## config.mk

```make
export PLATFORM = sky130hd
export DESIGN_NAME = maxnet_winner_detect
export DESIGN_NICKNAME = d
export VERILOG_FILES = /design/src/rtl/maxnet_pkg.sv /design/src/rtl/lane_nonzero_enc.sv /design/src/rtl/maxnet_winner_detect.sv
export SDC_FILE = /design/constraint.sdc
export NUM_CORES = 1
export LEC_CHECK = 0
export BUFFER_PORTS_ARGS = -buffer_cell sky130_fd_sc_hd__buf_4
export CAP_MARGIN = 20
export CORE_ASPECT_RATIO = 1.5
export CORE_MARGIN = 4
export CORE_UTILIZATION = 48
export CTS_CLUSTER_SIZE = 8
export DETAILED_ROUTE_END_ITERATION = 16
export GPL_ROUTABILITY_DRIVEN = 0
export PLACE_DENSITY_LB_ADDON = 0.1
export SKIP_CTS_REPAIR_TIMING = 1
export SLEW_MARGIN = 20
export SYNTH_ARGS = -nofsm -noshare
export SYNTH_HDL_FRONTEND = slang
export SYNTH_SLANG_ARGS = --single-unit
export TNS_END_PERCENT = 20
```

## constraint.sdc

```tcl
create_clock -name i_clk -period 6.16 [get_ports i_clk]
set_input_delay 0.924 -clock i_clk [delete_from_list [all_inputs] [get_ports i_clk]]
set_output_delay 0.924 -clock i_clk [all_outputs]
set_load 0.02 [all_outputs]
```

## src/rtl/maxnet_pkg.sv

```systemverilog
// maxnet_pkg
//   Shared definitions for the Maxnet winner detector and its controller:
//   FSM state encoding, lane count, lane index type and iteration counter width.
package maxnet_pkg;

  localparam int LANES  = 4;
  localparam int ITER_W = 8;

  typedef logic [1:0] lane_idx_t;

  typedef enum logic [1:0] {
    ST_IDLE = 2'd0,
    ST_RUN  = 2'd1,
    ST_HOLD = 2'd2
  } maxnet_state_t;

endpackage

```

## src/rtl/lane_nonzero_enc.sv

```systemverilog
// lane_nonzero_enc
//   Combinational classifier for the four Maxnet lanes. Takes only the
//   magnitude bits (sign stripped), so +0 and -0 both read as zero.
// Ports
//   i_mag1..i_mag4  in   WIDTH-1  lane magnitudes (lane value without sign bit)
//   o_nz_cnt        out  3        number of nonzero lanes (0..4)
//   o_low_idx       out  2        lowest-index nonzero lane (0 when none)
//   o_one_hot       out  1        exactly one lane is nonzero
module lane_nonzero_enc
  import maxnet_pkg::*;
#(
  parameter int WIDTH = 32
) (
  input  logic [WIDTH-2:0] i_mag1,
  input  logic [WIDTH-2:0] i_mag2,
  input  logic [WIDTH-2:0] i_mag3,
  input  logic [WIDTH-2:0] i_mag4,
  output logic [2:0]       o_nz_cnt,
  output lane_idx_t        o_low_idx,
  output logic             o_one_hot
);

  logic [LANES-1:0] w_nz;

  assign w_nz[0] = |i_mag1;
  assign w_nz[1] = |i_mag2;
  assign w_nz[2] = |i_mag3;
  assign w_nz[3] = |i_mag4;

  assign o_nz_cnt = 3'(w_nz[0]) + 3'(w_nz[1]) + 3'(w_nz[2]) + 3'(w_nz[3]);
  assign o_one_hot = (o_nz_cnt == 3'd1);

  always_comb begin
    o_low_idx = 2'd0;
    if (w_nz[0])      o_low_idx = 2'd0;
    else if (w_nz[1]) o_low_idx = 2'd1;
    else if (w_nz[2]) o_low_idx = 2'd2;
    else if (w_nz[3]) o_low_idx = 2'd3;
  end

endmodule

```

## src/rtl/maxnet_winner_detect.sv

```systemverilog
// maxnet_winner_detect
//   Watches the four Maxnet lanes after each update step and detects
//   convergence (single survivor -> winner, all zero -> no winner, optional
//   iteration limit -> timeout). The result is latched, o_halt stops the
//   controller, and the result is offered on a valid/ready handshake.
// Configuration
//   MAXNET_TIMEOUT_EN  when defined, a run with >=2 live lanes at step
//                      MAX_ITER ends with o_timeout=1. When undefined the run
//                      continues indefinitely and o_timeout stays 0.
// Ports
//   i_clk           in   1      clock, rising edge
//   i_rst           in   1      synchronous active-low reset
//   i_start         in   1      begin a new run
//   i_step          in   1      lanes hold freshly updated values
//   i_x1..i_x4      in   WIDTH  lane values (IEEE-754, MSB = sign)
//   o_halt          out  1      registered; high while a result is held
//   o_out_valid     out  1      result available
//   i_out_ready     in   1      consumer accepts result
//   o_winner_value  out  WIDTH  latched value of winning lane
//   o_winner_idx    out  2      winning lane 0..3
//   o_no_winner     out  1      all lanes reached zero
//   o_timeout       out  1      iteration limit reached with >1 lane live
//   o_iter_count    out  8      steps in current/last run, saturating
module maxnet_winner_detect
  import maxnet_pkg::*;
#(
  parameter int WIDTH    = 32,
  parameter int MAX_ITER = 64
) (
  input  logic              i_clk,
  input  logic              i_rst,
  input  logic              i_start,
  input  logic              i_step,
  input  logic [WIDTH-1:0]  i_x1,
  input  logic [WIDTH-1:0]  i_x2,
  input  logic [WIDTH-1:0]  i_x3,
  input  logic [WIDTH-1:0]  i_x4,
  output logic              o_halt,
  output logic              o_out_valid,
  input  logic              i_out_ready,
  output logic [WIDTH-1:0]  o_winner_value,
  output lane_idx_t         o_winner_idx,
  output logic              o_no_winner,
  output logic              o_timeout,
  output logic [ITER_W-1:0] o_iter_count
);

  localparam logic [ITER_W-1:0] ITER_MAX  = '1;
  localparam logic [ITER_W-1:0] ITER_LAST = ITER_W'(MAX_ITER - 1);

  maxnet_state_t     r_state;
  maxnet_state_t     w_state_next;
  logic              r_halt;
  logic [WIDTH-1:0]  r_winner_value;
  lane_idx_t         r_winner_idx;
  logic              r_no_winner;
  logic              r_timeout;
  logic [ITER_W-1:0] r_iter_count;

  logic [2:0]        w_nz_cnt;
  lane_idx_t         w_low_idx;
  logic              w_one_hot;
  logic              w_timeout_hit;
  logic [WIDTH-1:0]  w_sel_value;

  lane_nonzero_enc #(.WIDTH(WIDTH)) u_enc (
    .i_mag1    (i_x1[WIDTH-2:0]),
    .i_mag2    (i_x2[WIDTH-2:0]),
    .i_mag3    (i_x3[WIDTH-2:0]),
    .i_mag4    (i_x4[WIDTH-2:0]),
    .o_nz_cnt  (w_nz_cnt),
    .o_low_idx (w_low_idx),
    .o_one_hot (w_one_hot)
  );

  // Both the single-survivor and timeout cases report the lowest live lane.
  always_comb begin
    case (w_low_idx)
      2'd0:    w_sel_value = i_x1;
      2'd1:    w_sel_value = i_x2;
      2'd2:    w_sel_value = i_x3;
      default: w_sel_value = i_x4;
    endcase
  end

`ifdef MAXNET_TIMEOUT_EN
  // This step is step number MAX_ITER and at least two lanes are still live.
  assign w_timeout_hit = (r_iter_count == ITER_LAST) && (w_nz_cnt >= 3'd2);
`else
  // Limit disabled; ITER_LAST is referenced only so the parameter stays used.
  assign w_timeout_hit = 1'b0 & (ITER_LAST == '0);
`endif

  always_ff @(posedge i_clk) begin
    if (!i_rst) r_state <= ST_IDLE;
    else        r_state <= w_state_next;
  end

  always_comb begin
    w_state_next = r_state;
    case (r_state)
      ST_IDLE: if (i_start) w_state_next = ST_RUN;
      ST_RUN: begin
        if (i_start)
          w_state_next = ST_RUN;
        else if (i_step && (w_nz_cnt == 3'd0 || w_one_hot || w_timeout_hit))
          w_state_next = ST_HOLD;
      end
      ST_HOLD: begin
        // A start without out_ready is dropped so the held result is not lost.
        if (i_out_ready) w_state_next = i_start ? ST_RUN : ST_IDLE;
      end
      default: w_state_next = ST_IDLE;
    endcase
  end

  always_ff @(posedge i_clk) begin
    if (!i_rst) begin
      r_halt         <= 1'b0;
      r_winner_value <= '0;
      r_winner_idx   <= '0;
      r_no_winner    <= 1'b0;
      r_timeout      <= 1'b0;
      r_iter_count   <= '0;
    end else begin
      r_halt <= (w_state_next == ST_HOLD);
      if ((r_state == ST_IDLE && i_start) || (r_state == ST_RUN && i_start) ||
          (r_state == ST_HOLD && i_start && i_out_ready)) begin
        r_winner_value <= '0;
        r_winner_idx   <= '0;
        r_no_winner    <= 1'b0;
        r_timeout      <= 1'b0;
        r_iter_count   <= '0;
      end else if (r_state == ST_RUN && i_step) begin
        if (r_iter_count != ITER_MAX) r_iter_count <= r_iter_count + 1'b1;
        if (w_one_hot || w_timeout_hit) begin
          r_winner_value <= w_sel_value;
          r_winner_idx   <= w_low_idx;
          r_timeout      <= w_timeout_hit;
        end else if (w_nz_cnt == 3'd0) begin
          r_winner_value <= '0;
          r_winner_idx   <= '0;
          r_no_winner    <= 1'b1;
        end
      end
    end
  end

  assign o_halt         = r_halt;
  assign o_out_valid    = (r_state == ST_HOLD);
  assign o_winner_value = r_winner_value;
  assign o_winner_idx   = r_winner_idx;
  assign o_no_winner    = r_no_winner;
  assign o_timeout      = r_timeout;
  assign o_iter_count   = r_iter_count;

endmodule

```

==> impl_metrics.env <==
export IMPL_outcome="finished, final reports clean"
export IMPL_clock_sinks=46
export IMPL_p_leak_nw=1.860
export IMPL_whs_endpoint="o_winner_value[6]$_SDFFE_PP0P_"
export IMPL_viasPerCell=6.217
export IMPL_cts_buffers=5
export IMPL_mostFrequentLayoutCell="buf_4"
export IMPL_ys_flop_type="dfxtp_1"
export IMPL_synthDistinctLibCells=43
export IMPL_die_h_um=105.3
export IMPL_cp_max_fo=32
export IMPL_critPathCaptureType="flop"
export IMPL_power_density_mw_per_mm2=143.1
export IMPL_yosys_warnings=0
export IMPL_area_delta_synth_final_pct=46.80
export IMPL_cp_top_family="simple AND/OR/NAND/NOR gates"
export IMPL_rows=35
export IMPL_wirelength_mm=11.75
export IMPL_setup_violations=0
export IMPL_p_switching_mw=0.1443
export IMPL_io_buffers=177
export IMPL_grt_pass1_vias=3776
export IMPL_grt_max_degree=65
export IMPL_cpPeakStageDelay_ns=0.55
export IMPL_pwr_share_seq_pct=46.9
export IMPL_place_area_mm2=0.004332
export IMPL_hold_viol_final=0
export IMPL_holdWs_ns=0.4543
export IMPL_worstMarginPinSlew_ns=0.6749
export IMPL_cts_tree="yes"
export IMPL_timing_critical_path_buf_inv=3
export IMPL_clock_fmax_mhz=226.3
export IMPL_slew_violations=0
export IMPL_cp_required_ns=6.39
export IMPL_crit_type="primary input to flop"
export IMPL_hold_start="o_winner_value[6]$_SDFFE_PP0P_"
export IMPL_r2r_start="r_state[0]$_SDFF_PN0_"
export IMPL_switching_share_pct=22.67
export IMPL_cts_root_buf="clkbuf_8"
export IMPL_synth_edf_count=0
export IMPL_reg2reg_depth=5
export IMPL_critPathMostFrequentCell="inv_1"
export IMPL_timing_final_ws_setup_ns=1.741
export IMPL_die_area_mm2=0.007672
export IMPL_postSynthNetCount=516
export IMPL_die_w_um=72.86
export IMPL_relSlewSlack_pct=55.01
export IMPL_grt_pass1_wl_mm=18.02
export IMPL_ff2ff_setup_slack_ns=4.27
export IMPL_track_usage_pct=29.86
export IMPL_worstSetupStartpointType="primary input"
export IMPL_clockBufferDepth=2
export IMPL_r2r_end="o_winner_value[9]$_SDFFE_PP0P_"
export IMPL_hold_path_class="flop to flop"
export IMPL_worstPathArrival_ns=4.64
export IMPL_period_minus_slack_ns=4.419
export IMPL_synth_seq_area_share_pct=30.40
export IMPL_overflow=0
export IMPL_power_frac_clock_pct=35.8
export IMPL_synth_area_per_cell_um2=8.014
export IMPL_htreeDepth=2
export IMPL_core_area_mm2=0.006131
export IMPL_async_flop_share_pct=0
export IMPL_synth_seq_cells=46
export IMPL_ir_drop_mv=0.1042
export IMPL_route_vias_total=3786
export IMPL_syn_inst=378
export IMPL_p_total_mw=0.6364
export IMPL_antenna_cells=0
export IMPL_slowest_stage="or2_2"
export IMPL_grt_setup_unrepaired="no"
export IMPL_syn_area_mm2=0.003029
export IMPL_fin_nets=673
export IMPL_tns_ns=0
export IMPL_route_detailed_drc=0
export IMPL_ant_nets=0
export IMPL_layout_common_cells="buf_4 (182), dfxtp_1 (46), nand2_1 (39), inv_1 (36), a21oi_1 (33)"
export IMPL_maxCapViolations=0
export IMPL_p_int_mw=0.4922
export IMPL_ioPinCount=179
export IMPL_initial_core_util_pct=49.41
export IMPL_finalClockSkew_ns=0.002595
export IMPL_drive_above_1_share_pct=36.64
export IMPL_clkTransAtPathRegs_ns=0.08
export IMPL_place_ws_ns=1.483
export IMPL_fin_crit_sh_pct=71.73
export IMPL_clock_latency_ns=0.29
export IMPL_path_cells="buf_4, nor4_1, nand4_1, nor2_1, inv_1, ha_2, fa_1, inv_1, ha_1, nor3b_1, nand2_1, or2_2, a221o_1, a21oi_1"
export IMPL_combPwrFrac_pct=17.4
export IMPL_drtIter0Drc=265
export IMPL_firstDrtPassIters=5
export IMPL_hpwl_mm=9.136
export IMPL_fin_area_mm2=0.004447
export IMPL_grt_antenna_before_repair=0
export IMPL_routedWlPerCell_um=19.29
export IMPL_min_path_cells=2
-- cells by family after synthesis --
group                      Yosys count  synth area share [%]
and+or+nand+nor                    143                 26.81
AOI/OAI and AO/OA                  109                 28.29
buffers and inverters               68                 10.28
DFF                                 46                 30.40
adders and majority gates            5                 2.313
xor gates and xnor gates             5                 1.446
other                                1                0.1238
muxes                                1                0.3305
-- power by group through the flow --
stage	clock [mW]	combinational, mW	sequential (mW)
finish	0.228	0.110	0.298
floorplan	0	0.0224	0.305
global placement	0	0.107	0.305
global route	0.241	0.118	0.298
detailed placement	0	0.109	0.305
CTS	0.231	0.109	0.298
-- cell usage after synthesis (3+ instances only) --
| master | count | area share [%] |
|---|---|---|
| xor2_1 | 4 | 1.2 |
| a221o_1 | 31 | 10 |
| nor4_1 | 28 | 5.8 |
| clkbuf_1 | 15 | 1.9 |
| buf_2 | 9 | 1.5 |
| nand3b_1 | 31 | 7.7 |
| nor3_1 | 4 | 0.66 |
| buf_4 | 4 | 0.99 |
| nand2_1 | 39 | 4.8 |
| nor2_1 | 13 | 1.6 |
| a21oi_1 | 33 | 5.5 |
| buf_6 | 4 | 1.5 |
| ha_1 | 4 | 1.7 |
| dfxtp_1 | 46 | 30 |
| o21ai_0 | 3 | 0.50 |
| a221oi_1 | 31 | 9.0 |
| and2_1 | 5 | 1.0 |
| inv_1 | 36 | 4.5 |
| nand4_1 | 9 | 1.9 |
-- routing by layer --
layer  share of wire, %  wire [um]  GRT usage [%]  vias to the layer above
met5                  0          0              0                        -
met4                5.1        597          13.98                        0
met3                9.9       1165          6.870                       46
met2                 52       6109          53.88                      226
met1                 33       3876          31.63                     1757
li1                   -          -              -                     1757
-- worst max path at each step --
stage	from	endpoint	slack, ns	cells after the start
final	i_x2[22]	o_winner_value[9]$_SDFFE_PP0P_	1.74	14
after global routing	i_x2[3]	o_winner_value[23]$_SDFFE_PP0P_	1.53	14
after CTS	i_x2[3]	o_winner_value[9]$_SDFFE_PP0P_	1.77	14
after detailed placement	i_x2[3]	o_winner_value[9]$_SDFFE_PP0P_	1.48	14
after global placement	i_x2[3]	o_winner_value[9]$_SDFFE_PP0P_	1.55	14
after floorplan	i_x2[0]	o_winner_value[8]$_SDFFE_PP0P_	2.11	15
-- state kept, by name (all words and copies together), names as in the netlist --
| register | flops |
|---|---|
| o_halt | 1 |
| o_iter_count | 8 |
| o_no_winner | 1 |
| o_winner_idx | 2 |
| o_winner_value | 32 |
| r_state | 2 |
-- per-stage QoR --
step | instances | util, %
3_5_place_dp | 602 | 70.65
2_1_floorplan | 378 | -
4_1_cts | 609 | 72.49
3_3_place_gp | 602 | 70.63
6_report | 609 | 72.53
5_1_grt | 609 | 72.53
-- final cells by class --
class,instances,area [um2]
Clock inverter,1,30.03
Clock buffer,6,82.58
Inverter,36,135.1
Timing Repair Buffer,182,1366
Sequential cell,46,920.9
Multi-Input combinational cell,264,1819
Tap cell,74,92.59
Fill cell,497,1684
-- worst register-to-register path, delay by kind of cell, from the launching register on --
family           cells  cell delay [ns]
flip-flops           1             0.35
AO/OA/AOI/OAI        2             0.52
AND/OR/NAND/NOR      3             0.96
(Power assumes the default switching activity.)
